File: config.mk
export PLATFORM = sky130hd
export DESIGN_NAME = sonic_v1_15_eth_10g_pause_req_gen_flat
export DESIGN_NICKNAME = d
export VERILOG_FILES = /design/src/rtl/sonic_v1_15_eth_10g_pause_req_gen_if.sv /design/src/rtl/sonic_v1_15_eth_10g_pause_req_gen.sv /design/src/flat_wrapper.sv
export SDC_FILE = /design/constraint.sdc
export NUM_CORES = 1
export LEC_CHECK = 0
export CORE_MARGIN = 5
export CORE_UTILIZATION = 45
export DETAILED_ROUTE_END_ITERATION = 12
export HOLD_SLACK_MARGIN = 0.1
export MAX_ROUTING_LAYER = met4
export PLACE_DENSITY = 0.76
export SYNTH_ARGS = -nofsm -noshare
export SYNTH_HDL_FRONTEND = slang
export SYNTH_SLANG_ARGS = --single-unit
File: constraint.sdc
create_clock -name clk -period 2 [get_ports clk]
set_input_delay 0.4 -clock clk [delete_from_list [all_inputs] [get_ports clk]]
set_output_delay 0.4 -clock clk [all_outputs]
set_load 0.03 [all_outputs]
File: src/rtl/sonic_v1_15_eth_10g_pause_req_gen_if.sv
// ---------------------------------------------------------------------------
// sonic_v1_15_eth_10g_pause_req_gen_if
//
// Pause-frame request channel between the pause request generator and the
// 10G TX pause-frame inserter / arbiter. Avalon-ST style valid/ready: a
// request is accepted on any cycle where tx_req_valid && tx_req_ready.
//
// Signals:
//   tx_req_valid    request valid (generator -> arbiter)
//   tx_req_ready    arbiter accepts request (arbiter -> generator)
//   tx_req_quanta   pause quanta to place in the frame
//   tx_req_is_xoff  1 = XOFF frame, 0 = XON frame (quanta 0)
//
// Modports:
//   master  the request generator
//   slave   the TX arbiter
// ---------------------------------------------------------------------------
interface sonic_v1_15_eth_10g_pause_req_gen_if #(
  parameter int QW = 16
);
  logic          tx_req_valid;
  logic          tx_req_ready;
  logic [QW-1:0] tx_req_quanta;
  logic          tx_req_is_xoff;

  modport master (
    output tx_req_valid,
    output tx_req_quanta,
    output tx_req_is_xoff,
    input  tx_req_ready
  );

  modport slave (
    input  tx_req_valid,
    input  tx_req_quanta,
    input  tx_req_is_xoff,
    output tx_req_ready
  );
endinterface

File: src/rtl/sonic_v1_15_eth_10g_pause_req_gen.sv
// ---------------------------------------------------------------------------
// sonic_v1_15_eth_10g_pause_req_gen
//
// Turns the 2-bit pause-control level coming from the pause-generator timing
// adapter into discrete pause-frame requests for the 10G TX arbiter.
//   - XOFF desired (pause_ctrl[1]) while idle -> one XOFF request.
//   - While the peer is held off, the XOFF is re-sent every cfg_refresh
//     cycles as long as XOFF is still asked for.
//   - XON desired (2'b01) or block disabled while holding -> one XON request
//     with quanta 0.
//   - If the command goes quiet (2'b00) while holding, the block drops back
//     to idle at the next refresh expiry without sending XON; the peer's
//     pause quanta simply times out.
// Accepted XOFF/XON requests are counted in saturating statistics.
//
// Ports:
//   clk            clock
//   reset          synchronous, active-high reset
//   pause_ctrl     2'b1x XOFF, 2'b01 XON, 2'b00 no new command
//   cfg_enable     block enable
//   cfg_quanta     quanta placed in XOFF frames (captured per request)
//   cfg_refresh    XOFF refresh period in cycles, 0 = no refresh
//   tx_req         request channel (master side), see the interface file
//   xoff_active    peer currently held paused by this block
//   stat_xoff_cnt  accepted XOFF requests, saturating
//   stat_xon_cnt   accepted XON requests, saturating
// ---------------------------------------------------------------------------
module sonic_v1_15_eth_10g_pause_req_gen #(
  parameter int QW     = 16,
  parameter int STAT_W = 16
) (
  input  logic                 clk,
  input  logic                 reset,
  input  logic [1:0]           pause_ctrl,
  input  logic                 cfg_enable,
  input  logic [QW-1:0]        cfg_quanta,
  input  logic [QW-1:0]        cfg_refresh,
  sonic_v1_15_eth_10g_pause_req_gen_if.master tx_req,
  output logic                 xoff_active,
  output logic [STAT_W-1:0]    stat_xoff_cnt,
  output logic [STAT_W-1:0]    stat_xon_cnt
);

  typedef enum logic [1:0] {
    IDLE      = 2'd0,
    XOFF_REQ  = 2'd1,
    XOFF_HOLD = 2'd2,
    XON_REQ   = 2'd3
  } state_t;

  state_t        state;
  logic [QW-1:0] refresh_cnt;
  // Refresh enable is captured with the period at XOFF acceptance, so a
  // cfg_refresh change mid-period only affects the next period.
  logic          refresh_on;
  logic          handshake;
  logic          xon_wanted;
  logic          refresh_expired;

  assign handshake       = tx_req.tx_req_valid && tx_req.tx_req_ready;
  // XOFF wins over XON, so only the exact 2'b01 encoding asks for release.
  assign xon_wanted      = (pause_ctrl == 2'b01) || !cfg_enable;
  assign refresh_expired = refresh_on && (refresh_cnt <= QW'(1));

  function automatic logic [STAT_W-1:0] sat_inc(input logic [STAT_W-1:0] v);
    return (v == {STAT_W{1'b1}}) ? v : v + STAT_W'(1);
  endfunction

  // Request outputs are registered and only change on state entry or on
  // acceptance, which keeps valid/quanta/is_xoff stable under backpressure
  // whatever pause_ctrl, cfg_enable or cfg_quanta do in the meantime.
  //
  // Refresh timing: the counter is loaded with cfg_refresh-1 on the edge
  // that accepts the XOFF, then counts down once per XOFF_HOLD edge; the
  // edge that sees it at 1 re-raises valid, which lands exactly cfg_refresh
  // cycles after the accepting cycle.
  //
  // NOTE: the reset branch lives inside the clocked block, so it is sampled
  // on the clock edge only; every state register is cleared there and no
  // handshake side effect (stat increment) can happen on a reset cycle.
  always_ff @(posedge clk) begin
    if (reset) begin
      state                 <= IDLE;
      tx_req.tx_req_valid   <= 1'b0;
      tx_req.tx_req_quanta  <= '0;
      tx_req.tx_req_is_xoff <= 1'b0;
      xoff_active           <= 1'b0;
      refresh_cnt           <= '0;
      refresh_on            <= 1'b0;
      stat_xoff_cnt         <= '0;
      stat_xon_cnt          <= '0;
    end else begin
      // NOTE: non-blocking assignments throughout, so every branch below
      // reads the pre-edge values of state, counters and outputs.
      case (state)
        IDLE: begin
          // XON / no-command levels mean nothing while nothing is held.
          if (cfg_enable && pause_ctrl[1]) begin
            state                 <= XOFF_REQ;
            tx_req.tx_req_valid   <= 1'b1;
            tx_req.tx_req_is_xoff <= 1'b1;
            tx_req.tx_req_quanta  <= cfg_quanta;
          end
        end

        XOFF_REQ: begin
          if (handshake) begin
            state               <= XOFF_HOLD;
            tx_req.tx_req_valid <= 1'b0;
            xoff_active         <= 1'b1;
            stat_xoff_cnt       <= sat_inc(stat_xoff_cnt);
            refresh_on          <= (cfg_refresh != '0);
            refresh_cnt         <= (cfg_refresh != '0) ? cfg_refresh - QW'(1) : '0;
          end
        end

        XOFF_HOLD: begin
          if (xon_wanted) begin
            state                 <= XON_REQ;
            tx_req.tx_req_valid   <= 1'b1;
            tx_req.tx_req_is_xoff <= 1'b0;
            tx_req.tx_req_quanta  <= '0;
          end else if (refresh_expired) begin
            if (pause_ctrl[1]) begin
              // Still asked to hold: re-send XOFF with the current quanta.
              state                 <= XOFF_REQ;
              tx_req.tx_req_valid   <= 1'b1;
              tx_req.tx_req_is_xoff <= 1'b1;
              tx_req.tx_req_quanta  <= cfg_quanta;
            end else begin
              // Command went quiet: let the peer's quanta time out.
              state       <= IDLE;
              xoff_active <= 1'b0;
              refresh_on  <= 1'b0;
            end
          end else if (refresh_on) begin
            refresh_cnt <= refresh_cnt - QW'(1);
          end
        end

        XON_REQ: begin
          if (handshake) begin
            state               <= IDLE;
            tx_req.tx_req_valid <= 1'b0;
            xoff_active         <= 1'b0;
            refresh_on          <= 1'b0;
            stat_xon_cnt        <= sat_inc(stat_xon_cnt);
          end
        end

        default: begin
          state               <= IDLE;
          tx_req.tx_req_valid <= 1'b0;
          xoff_active         <= 1'b0;
        end
      endcase
    end
  end

endmodule

File: src/flat_wrapper.sv
// flat-port wrapper written by rule: the top's interface ports become plain ports
module sonic_v1_15_eth_10g_pause_req_gen_flat 
#(
  parameter int QW     = 16,
  parameter int STAT_W = 16
)
  (clk, reset, pause_ctrl, cfg_enable, cfg_quanta, cfg_refresh, xoff_active, stat_xoff_cnt, stat_xon_cnt, tx_req_tx_req_valid, tx_req_tx_req_quanta, tx_req_tx_req_is_xoff, tx_req_tx_req_ready);
  sonic_v1_15_eth_10g_pause_req_gen_if #(.QW(QW)) tx_req_i ();
  input  logic clk;
  input  logic reset;
  input  logic [1:0] pause_ctrl;
  input  logic cfg_enable;
  input  logic [QW-1:0] cfg_quanta;
  input  logic [QW-1:0] cfg_refresh;
  output logic xoff_active;
  output logic [STAT_W-1:0] stat_xoff_cnt;
  output logic [STAT_W-1:0] stat_xon_cnt;
  output wire logic [$bits(tx_req_i.tx_req_valid)-1:0] tx_req_tx_req_valid;
  output wire logic [$bits(tx_req_i.tx_req_quanta)-1:0] tx_req_tx_req_quanta;
  output wire logic [$bits(tx_req_i.tx_req_is_xoff)-1:0] tx_req_tx_req_is_xoff;
  input wire logic [$bits(tx_req_i.tx_req_ready)-1:0] tx_req_tx_req_ready;
  assign tx_req_tx_req_valid = tx_req_i.tx_req_valid;
  assign tx_req_tx_req_quanta = tx_req_i.tx_req_quanta;
  assign tx_req_tx_req_is_xoff = tx_req_i.tx_req_is_xoff;
  assign tx_req_i.tx_req_ready = tx_req_tx_req_ready;
  sonic_v1_15_eth_10g_pause_req_gen #(.QW(QW), .STAT_W(STAT_W)) u_core (.clk(clk), .reset(reset), .pause_ctrl(pause_ctrl), .cfg_enable(cfg_enable), .cfg_quanta(cfg_quanta), .cfg_refresh(cfg_refresh), .tx_req(tx_req_i), .xoff_active(xoff_active), .stat_xoff_cnt(stat_xoff_cnt), .stat_xon_cnt(stat_xon_cnt));
endmodule
# After elaboration in Yosys (flattened, before gate mapping)
# Index checks and enable logic that the tools add are counted.
[totals]
ff_bits = 70
elab_cells = 84
[classes]
add_sub_neg = 4
magnitude_cmp = 1
n_eq_ne = 17
mux = 33
bitwise = 2
reduce_logical = 18
[ops]
columns = ["cell", "count"]
rows = [
  ["$mux W16", 9],
  ["$pmux W16 S2", 2],
  ["$add A16 B1 Y16 const B", 2],
  ["$eq A16 B16 Y1 const B", 2],
  ["$sub A16 B1 Y16 const B", 2],
  ["$le A16 B1 Y1 const B", 1],
  ["$reduce_bool A16 Y1", 1],
  ["$mux W1", 12],
  ["$ne A2 B1 Y1 const B", 6],
  ["$reduce_and A4 Y1", 3],
  ["$mux W2", 5],
  ["$pmux W1 S3", 3],
  ["$pmux W2 S4", 1],
  ["$ne A2 B2 Y1 const B", 3],
  ["$reduce_and A3 Y1", 2],
  ["$reduce_and A6 Y1", 1],
  ["$reduce_and A5 Y1", 1],
  ["$eq A2 B1 Y1 const B", 2],
  ["$eq A2 B2 Y1 const B", 2],
  ["$reduce_bool A2 Y1", 2],
  ["$logic_and A1 B1 Y1", 3],
  ["$ne A3 B1 Y1 const B", 1],
  ["$ne A3 B2 Y1 const B", 1],
  ["$reduce_bool A3 Y1", 1],
  ["other kinds (6)", 7],
]

# Logic depth before layout (Yosys ltp)
# Gate-level depths: netlist of the first run.
[depth]
ltp_word = 5
mapped_depth = 9

# Least setup slack after synthesis of the first run
# No wires, ideal clock.
[synth_path]
path_kind = "input to register"
start = "in cfg_refresh[8]"
end = "reg u_core.refresh_cnt[12]"
setup_ns = 0.134
t_arrival_ns = 1.913
t_required_ns = 1.866
path_slack_ns = -0.047
cell_stages = 7
n_path_buf = 1
cell_sequence = "nor4_1 -> nand2_1 -> o31ai_1 -> buf_2 -> inv_1 -> a221oi_1 -> a211oi_1"
[synth_via]
elab_chain_cells = 4
[synth_rtl]
columns = ["element", "line_no", "source"]
rows = [
  ["start: declaration", "flat_wrapper.sv:14", "input logic [QW-1:0] cfg_refresh;"],
  ["$sub A16 B1 Y16 / $reduce_bool A16 Y1 (equally long branches)", "sonic_v1_15_eth_10g_pause_req_gen.sv:113", "refresh_cnt <= (cfg_refresh != '0) ? cfg_refresh - QW'(1) : '0;"],
  ["$mux W16 (*)", "sonic_v1_15_eth_10g_pause_req_gen.sv:113", ""],
  ["$mux W16 (*)", "sonic_v1_15_eth_10g_pause_req_gen.sv:107", "if (handshake) begin"],
  ["$pmux W16 S2 (*)", "sonic_v1_15_eth_10g_pause_req_gen.sv:95", "case (state)"],
  ["end signal: assignment", "sonic_v1_15_eth_10g_pause_req_gen.sv:113", ""],
  ["end signal: assignment", "sonic_v1_15_eth_10g_pause_req_gen.sv:137", "refresh_cnt <= refresh_cnt - QW'(1);"],
  ["end: declaration", "sonic_v1_15_eth_10g_pause_req_gen.sv:52", "logic [QW-1:0] refresh_cnt;"],
]
# Mark *: on every way between the ends. The rest lies on a longest branch, timed or not. The select of a mux whose other input is x is not followed.
# A chain may end at the register's enable or synchronous reset.

# Final worst setup path of the first run
[layout_path]
start = "reg u_core.refresh_cnt[12]"
end = "reg u_core.tx_req.tx_req_quanta[14]"
[layout_via]
elab_chain_cells = 4
[layout_rtl]
columns = ["element", "line_no", "source"]
rows = [
  ["$le A16 B1 Y1", "sonic_v1_15_eth_10g_pause_req_gen.sv:63", "assign refresh_expired = refresh_on && (refresh_cnt <= QW'(1));"],
  ["$logic_and A1 B1 Y1", "sonic_v1_15_eth_10g_pause_req_gen.sv:63", ""],
  ["$ne A3 B1 Y1 (no line)", "--", ""],
  ["$reduce_and A4 Y1 (no line)", "--", ""],
  ["end signal: assignment", "sonic_v1_15_eth_10g_pause_req_gen.sv:102", "tx_req.tx_req_quanta <= cfg_quanta;"],
  ["end signal: assignment", "sonic_v1_15_eth_10g_pause_req_gen.sv:129", "tx_req.tx_req_quanta <= cfg_quanta;"],
  ["end: declaration", "sonic_v1_15_eth_10g_pause_req_gen_if.sv:28", "output tx_req_quanta,"],
]
# No other way between the ends.

==> metrics.log, run 1 <==
INFO  metric power_density = slightly below 600 nW/um^2
INFO  metric clock_tree.buffer_depth = 2
INFO  metric total_leakage_power = between 2 and 2.5 nW
INFO  metric cts_buffers = 9
INFO  metric grt_max_degree = 40
INFO  metric synth_top_cells_by_count = sky130_fd_sc_hd__dfxtp_1, sky130_fd_sc_hd__nor2_1, sky130_fd_sc_hd__nand3_1
INFO  metric crit_path_end_kind = flip-flop
INFO  metric synthArstFlopShare = 0%
INFO  metric finClkSkew = 0.00834 ns
INFO  metric mappedNetlistNets = 487
INFO  metric clock_latency_at_the_later_pin_of_the_worst_skew_pair = 0.35 ns
INFO  metric initialDrtViolationCount = 225
INFO  metric final_min_period_over_clock_period = 104%
INFO  metric drv.max_cap_violation_count = 0
INFO  metric met1_usage_in_global_routing = 25.4%
INFO  metric final.min_clock_period = 2.08 ns
INFO  metric tritoncts_num_sinks = 70
INFO  metric violated_checks = setup timing
INFO  metric grt_setup_unrepaired = yes
INFO  metric core-area = ~8200 um^2
INFO  metric final_layout_size_suffix_gt1_share = 20.8%
INFO  metric detailroute.via_count = 3813
INFO  metric worst_ep_arrival_time = 2.36 ns
INFO  metric setup_viol_count_final = 21
INFO  metric placement_rows = 33
INFO  metric timing.critical_path.slowest_cell_delay = 0.41 ns
INFO  metric register_area = 1400 um^2
INFO  metric grt_busiest_layer = met2
INFO  metric worstHoldPathType = reg2reg
INFO  metric timing_worst_setup_path_type = reg2reg
INFO  metric combined_area_of_the_multi_input_logic_cells = 2220 um^2
INFO  metric crit_top_cell = sky130_fd_sc_hd__buf_4
INFO  metric nNetsFinal = ~640
INFO  metric vias_per_cell = 5.44
INFO  metric final_core_util = 67.2%
INFO  metric instance_count_of_the_mapped_netlist = between 400 and 500
INFO  metric final_cells = ~700
INFO  metric drt-total-wl = just over 10000 um
INFO  metric reg2regPathDepth = 9
INFO  metric slew_headroom = 66.8%
INFO  metric tritoncts = yes
INFO  metric die-area = 10300 um^2
INFO  metric max_vdd_drop = 0.302 mV
INFO  metric grt_first_pass_wirelength = 16500 um
INFO  metric antenna_violations_before_repair = 0
INFO  metric slew_viol_final = 0
INFO  metric global_route.usage.total = approximately a fifth
INFO  metric starting_density = 46.0%
INFO  metric synth.most_common_cell = sky130_fd_sc_hd__dfxtp_1
INFO  metric numPlacedInstances = 680
INFO  metric syn-cell-area = 3780 um^2
INFO  metric io_pins = 89
INFO  metric area_share_of_and_or_nand_nor_cells_after_synthesis = 26.8%
INFO  metric via_count_of_the_first_global_routing_pass = 3651
INFO  metric antenna_cells_inserted = 0
INFO  metric synth-seq-area-share = 37.1%
INFO  metric ys.warnings.count = 0
INFO  metric synth_top_cell_area_share = 37.1%
INFO  metric crit_path_max_fanout = 9
INFO  metric worst-slew-pin-transition = about 0.49 ns
INFO  metric clock_tree.htree_level_count = 3
INFO  metric dominantRegCellSynth = sky130_fd_sc_hd__dfxtp_1
INFO  metric routed_wire_length_per_instance = between 10 and 15 um
INFO  metric cts_clk_pin_slew_worst_paths = ~0.08 ns
INFO  metric worst_hold_startpoint = u_core.tx_req.tx_req_quanta[1]
INFO  metric r2r_end = u_core.tx_req.tx_req_quanta[14]
INFO  metric timing.critical_path.cells = or3_4, nor4b_4, buf_4, nand4_1, a311oi_4, buf_4, buf_16, nand3_2, o21ai_2
INFO  metric netlist-cell-type-count = 63
INFO  metric use_met2 = 32.7%
INFO  metric cts_hold_repair_buffers = 0
INFO  metric main_combinational_cell_family_by_area_after_synthesis = simple AND/OR/NAND/NOR gates
INFO  metric detail-route-antenna-nets = 0
INFO  metric clock_tree.root_cell = sky130_fd_sc_hd__clkbuf_8
INFO  metric fmax = around 480 MHz
INFO  metric required = 2.28 ns
INFO  metric synth-compound-area-share = 18.4%
INFO  metric num-fill-cells = 672
INFO  metric timing_hold_violations_final = 0
INFO  metric grt.met3_usage = 3.37%
INFO  metric cell_accounting_for_the_most_synthesized_area = sky130_fd_sc_hd__dfxtp_1
INFO  metric fp.dieH = 102 um
INFO  metric worstHoldEndpoint = u_core.tx_req.tx_req_quanta[1]
INFO  metric gp_congestion = roughly 0.93
INFO  metric synth_area_leaders = sky130_fd_sc_hd__dfxtp_1, sky130_fd_sc_hd__nor2_1, sky130_fd_sc_hd__xor2_1, sky130_fd_sc_hd__xnor2_1, sky130_fd_sc_hd__nand3_1
INFO  metric io_buffers = 88
INFO  metric synthMuxAreaShare = less than 1%
INFO  metric post_synth_xor_area_fraction = 9.51%
INFO  metric post_synth.cell_area_avg = 8.53 um^2
INFO  metric synth_seq_cells = 70
INFO  metric hold-worst-slack = 0.478 ns
INFO  metric synth-adder-area-share = roughly 2%
INFO  metric reg2reg_setup_slack = -0.08 ns
INFO  metric drc_errors = 0
INFO  metric cp_slowest_cell = sky130_fd_sc_hd__or3_4
INFO  metric final_critical_path_setup_slack = -0.0817 ns
INFO  metric worstSetupStartpointType = flip-flop
INFO  metric run_status = finished with violations
INFO  metric cell_count_of_the_worst_hold_path = 2
INFO  metric floorplan.die.width = 102 um
INFO  metric synthToLayoutAreaGrowth = 46.1%
INFO  metric drt_pre_antenna_iters = 5
INFO  metric synth_edf_count = 0
INFO  metric globalRouteOverflowTotal = 0
INFO  metric post-dp-hpwl = roughly 7300 um
INFO  metric worstReg2RegStart = u_core.refresh_cnt[12]
-- cells in the final DEF (no fill, tap or decap), drive strengths merged, types with 5 or more instances in the layout --
cell           count
clkdlybuf4s50     85
dfxtp             70
buf               70
nor2              61
nand3             35
o21ai             31
nand2b            22
xor2              21
a21oi             21
xnor2             20
nand2             18
inv               17
nand4             12
nor3              11
clkbuf            10
o22ai              8
nor4               8
and3               7
a211oi             7
ha                 6
a31oi              5
-- logic make-up (layout without fill, tap and decap cells) --
family,after synthesis,count (layout)
buffers and inverters,35,188
DFF,70,70
muxes,3,3
AOI/OAI and AO/OA,97,97
adders and majority gates,6,6
xor gates and xnor gates,41,41
and+or+nand+nor,191,191
-- stage by stage --
step           power (mW)  area [um^2]  worst slack, ns  TNS (ns)
2_1_floorplan        1.71         3780           0.0101         0
3_3_place_gp         1.92         5180           -0.288     -6.11
3_5_place_dp         1.93         5180           -0.304     -7.24
4_1_cts              3.24         5500          -0.0973     -1.33
5_1_grt              3.34         5520           -0.211     -4.42
6_report             3.22         5520          -0.0817    -0.951
-- area by class of cell --
type	count	share of cell area, %
Multi-Input combinational cell	338	40.2
Timing Repair Buffer	157	27.0
Sequential cell	70	25.4
Tap cell	105	2.38
Clock buffer	10	2.31
Clock inverter	6	1.70
Inverter	15	1.02
-- repair_timing --
| item | in CTS | in global routing |
|---|---|---|
| cloned | 2 | 0 |
| pin swaps | 2 | 1 |
| setup endpoints to repair | 36 | 43 |
| gates resized for setup | 6 | 5 |
| setup buffers | 3 | 0 |
-- critical path: cells and delay by family, from the launching register on --
family	cells	cell delay (ns)
AOI/OAI and AO/OA	2	0.32
and+or+nand+nor	4	0.88
DFF	1	0.31
buffers and inverters	3	0.50
-- power breakdown --
group          switching (mW)  leakage, nW  internal [mW]
Combinational           0.237         1.39          0.250
Sequential             0.0205        0.567           1.42
Clock                   0.577        0.107          0.714
Total                   0.834         2.06           2.39
-- flip-flops by register name, summed over array words and instances (netlist names) --
register and count:
u_core.tx_req.tx_req_quanta 16, u_core.refresh_cnt 16, u_core.stat_xoff_cnt 16, u_core.tx_req.tx_req_is_xoff 1
u_core.tx_req.tx_req_valid 1, u_core.refresh_on 1, u_core.xoff_active 1, u_core.stat_xon_cnt 16
u_core.state 2
-- worst max path at each step --
| stage | start | endpoint | cells after the start |
|---|---|---|---|
| after CTS | u_core.refresh_cnt[13] | u_core.tx_req.tx_req_quanta[0] | 9 |
| final | u_core.refresh_cnt[12] | u_core.tx_req.tx_req_quanta[14] | 9 |
| after detailed placement | cfg_refresh[4] | u_core.refresh_cnt[8] | 8 |
| after floorplan | u_core.stat_xon_cnt[1] | u_core.stat_xon_cnt[4] | 7 |
| after global placement | cfg_refresh[4] | u_core.refresh_cnt[9] | 7 |
| after global routing | u_core.refresh_cnt[13] | u_core.tx_req.tx_req_quanta[0] | 9 |
-- per-layer routing --
layer | up-vias | share of wire, % | wire, um
met5 | - | 0 | 0
met4 | 0 | 1.2 | 119
met3 | 14 | 6.3 | 637
met2 | 136 | 47 | 4830
met1 | 1779 | 45 | 4600
li1 | 1884 | - | -
Note: power is estimated with default switching activity, not from simulation.
==> run 2, diff against run 1 <==
Settings changed: GPL_ROUTABILITY_DRIVEN from default to 0.
==> run 2 against run 1 <==
Against the previous run: the run still ends with setup timing left; largest cell class unchanged; non-clock buffer count is 3 higher; worst setup slack better by 0.012 ns; die area stayed put; sequential power hardly changed; via count decreased by 0.58%; routed wire length increased by 3.0%; critical endpoint is now u_core.tx_req.tx_req_quanta[10]; sequential share of layout area decreased by 0.22 points; highest routed layer unchanged; final cell count increased by 0.43%; combinational power grew 3%.
==> metrics.log, run 2 (synthesis results as in run 1) <==
INFO  metric final_cells = 704 (+0.43%)
INFO  metric tritoncts = yes
INFO  metric starting_density = 46.0% (unchanged)
INFO  metric final_common_cell = sky130_fd_sc_hd__clkdlybuf4s50_1
INFO  metric final_min_period_over_clock_period = 103% (-0.60 points)
INFO  metric total_leakage_power = 2.07 nW (+0.22%)
INFO  metric clock_tree.root_cell = sky130_fd_sc_hd__clkbuf_8
INFO  metric crit_path_max_fanout = 9 (unchanged)
INFO  metric cts_clk_pin_slew_worst_paths = 0.08 ns (about the same)
INFO  metric drv.max_cap_violation_count = 0 (unchanged)
INFO  metric core-area = 8220 um^2 (unchanged)
INFO  metric clock_tree.buffer_depth = 2 (unchanged)
INFO  metric clock_tree.htree_level_count = 3 (unchanged)
INFO  metric setup_viol_count_final = 19 (-9.5%)
INFO  metric worst-slew-pin-transition = 0.522 ns (+0.0286 ns)
INFO  metric initialDrtViolationCount = 148 (-34%)
INFO  metric setup_total_negative_slack = -1.01 ns (-0.0552 ns)
INFO  metric global_route.usage.total = 20.6% (+0.55 points)
INFO  metric vias_per_cell = 5.38 (-1.0%)
INFO  metric final_design_area_no_fill = 5560 um^2 (+0.77%)
INFO  metric fp.dieH = 102 um (unchanged)
INFO  metric max_vdd_drop = 0.321 mV (+6.2%)
INFO  metric drt_pre_antenna_iters = 4 (-1)
INFO  metric report.power.total = 3.00 mW (-6.8%)
INFO  metric fmax = 483 MHz (+0.58%)
INFO  metric io_pins = 89 (unchanged)
INFO  metric worstHoldPathType = reg2reg
INFO  metric worst_ep_arrival_time = 2.36 ns (about the same)
INFO  metric cts_buffers = 9 (unchanged)
INFO  metric timing_hold_violations_final = 0 (unchanged)
INFO  metric antenna_cells_inserted = 0 (unchanged)
INFO  metric nNetsFinal = 638 (+0.47%)
INFO  metric slew_viol_final = 0 (unchanged)
INFO  metric required = 2.29 ns (about the same)
INFO  metric floorplan.die.width = 102 um (unchanged)
INFO  metric detailroute.via_count = 3791 (-0.58%)
INFO  metric register_area = 1400 um^2 (about the same)
INFO  metric timing_worst_setup_path_type = reg2reg
INFO  metric final_cell_mix = sky130_fd_sc_hd__clkdlybuf4s50_1, sky130_fd_sc_hd__dfxtp_1, sky130_fd_sc_hd__buf_4
INFO  metric final_core_util = 67.7% (+0.52 points)
INFO  metric tritoncts_num_sinks = 70 (unchanged)
INFO  metric drt-total-wl = 10500 um (+3.0%)
INFO  metric slew_headroom = 64.9% (-1.9 points)
INFO  metric power_density = 540 nW/um^2 (-7.6%)
INFO  metric globalRouteOverflowTotal = 0 (unchanged)
INFO  metric post-dp-hpwl = 7480 um (+2.8%)
INFO  metric antenna_violations_before_repair = 0 (unchanged)
INFO  metric violated_checks = setup timing
INFO  metric grt_setup_unrepaired = yes
INFO  metric dpl_worst_slack = -0.359 ns (-0.0548 ns)
INFO  metric combined_area_of_the_multi_input_logic_cells = 2260 um^2 (+2.1%)
INFO  metric final_critical_path_setup_slack = -0.0698 ns (+0.0120 ns)
INFO  metric detail-route-antenna-nets = 0 (unchanged)
INFO  metric die-area = 10300 um^2 (unchanged)
INFO  metric worstSetupStartpointType = flip-flop
INFO  metric via_count_of_the_first_global_routing_pass = 3750 (+2.7%)
INFO  metric routed_wire_length_per_instance = 14.9 um (+2.6%)
INFO  metric clock_latency_at_the_later_pin_of_the_worst_skew_pair = 0.35 ns (about the same)
INFO  metric io_buffers = 88 (unchanged)
INFO  metric cts_hold_repair_buffers = 0 (unchanged)
INFO  metric run_status = finished with violations
INFO  metric crit_path_end_kind = flip-flop
INFO  metric dpl-instance-area = 5200 um^2 (+0.44%)
INFO  metric synthToLayoutAreaGrowth = 47.2%
INFO  metric final_layout_size_suffix_gt1_share = 21.9% (+1.1 points)
INFO  metric grt_first_pass_wirelength = 16800 um (+1.7%)
INFO  metric grt_max_degree = 45 (+13%)
INFO  metric drc_errors = 0 (unchanged)
INFO  metric hold-worst-slack = 0.469 ns (-0.00902 ns)
INFO  metric finClkSkew = 0.0105 ns (+0.00215 ns)
INFO  metric placement_rows = 33 (unchanged)
INFO  metric num-fill-cells = 666 (-0.89%)
INFO  metric numPlacedInstances = 683 (+0.44%)
INFO  metric final.min_clock_period = 2.07 ns (-0.0120 ns)
## run 2: changes by cell type in the layout (fill, tap and decap cells not counted), sizes merged
cell / change
buf: +1
bufinv: -2
clkbuf: +2
clkdlybuf4s50: +1
clkinv: +1
clkinvlp: +2
dlymetal6s2s: -1
inv: -1
## run 2: path summary, 6_finish.rpt
path,to,cells past startpoint,slack [ns],from
worst max register to register,u_core.tx_req.tx_req_quanta[10],9,-0.07,u_core.refresh_cnt[12]
worst min register to register,u_core.tx_req.tx_req_is_xoff,1,0.47,u_core.tx_req.tx_req_is_xoff
worst min-delay path,u_core.tx_req.tx_req_is_xoff,1,0.47,u_core.tx_req.tx_req_is_xoff
worst max-delay path,u_core.tx_req.tx_req_quanta[10],9,-0.07,u_core.refresh_cnt[12]
## run 2: repair_timing
action	in CTS	in global routing
hold endpoints to repair	0	0
setup buffers	2	0
gates resized for setup	4	13
pin swaps	2	3
cloned	1	2
endpoints found under the setup margin	36	39
## run 2: final cells by class
cell class              count  share of cell area, %
well taps                 105                   2.36
repair buffers            160                   27.4
multi-input cells         338                   40.7
clock buffers              10                   2.48
clock inverters             6                  0.810
inverters                  15                   1.01
flip-flops and latches     70                   25.2
## run 2: critical path, stage by stage (launching register included)
cell and delay, ns:
sky130_fd_sc_hd__dfxtp_1 0.32, sky130_fd_sc_hd__or3_4 0.41, sky130_fd_sc_hd__nor4b_4 0.28, sky130_fd_sc_hd__buf_4 0.15, sky130_fd_sc_hd__nand4_1 0.12, sky130_fd_sc_hd__a311oi_4 0.25
sky130_fd_sc_hd__buf_4 0.19, sky130_fd_sc_hd__clkbuf_16 0.15, sky130_fd_sc_hd__nand3_1 0.09, sky130_fd_sc_hd__o21ai_2 0.06
## run 2: where the power goes
group | switching [mW] | internal (mW)
sequential | 0.0214 | 1.42
clock | 0.569 | 0.487
combinational | 0.244 | 0.256
total | 0.835 | 2.17
## run 2: routing by layer
| metal | part of all wire [%] | global-route usage, % | wire (um) | up-vias |
|---|---|---|---|---|
| met5 | 0 | - | 0 | - |
| met4 | 0.87 | 6.85 | 91 | 0 |
| met3 | 6.6 | 5.10 | 694 | 12 |
| met2 | 49 | 33.5 | 5090 | 120 |
| met1 | 44 | 25.0 | 4610 | 1769 |
| li1 | - | - | - | 1890 |
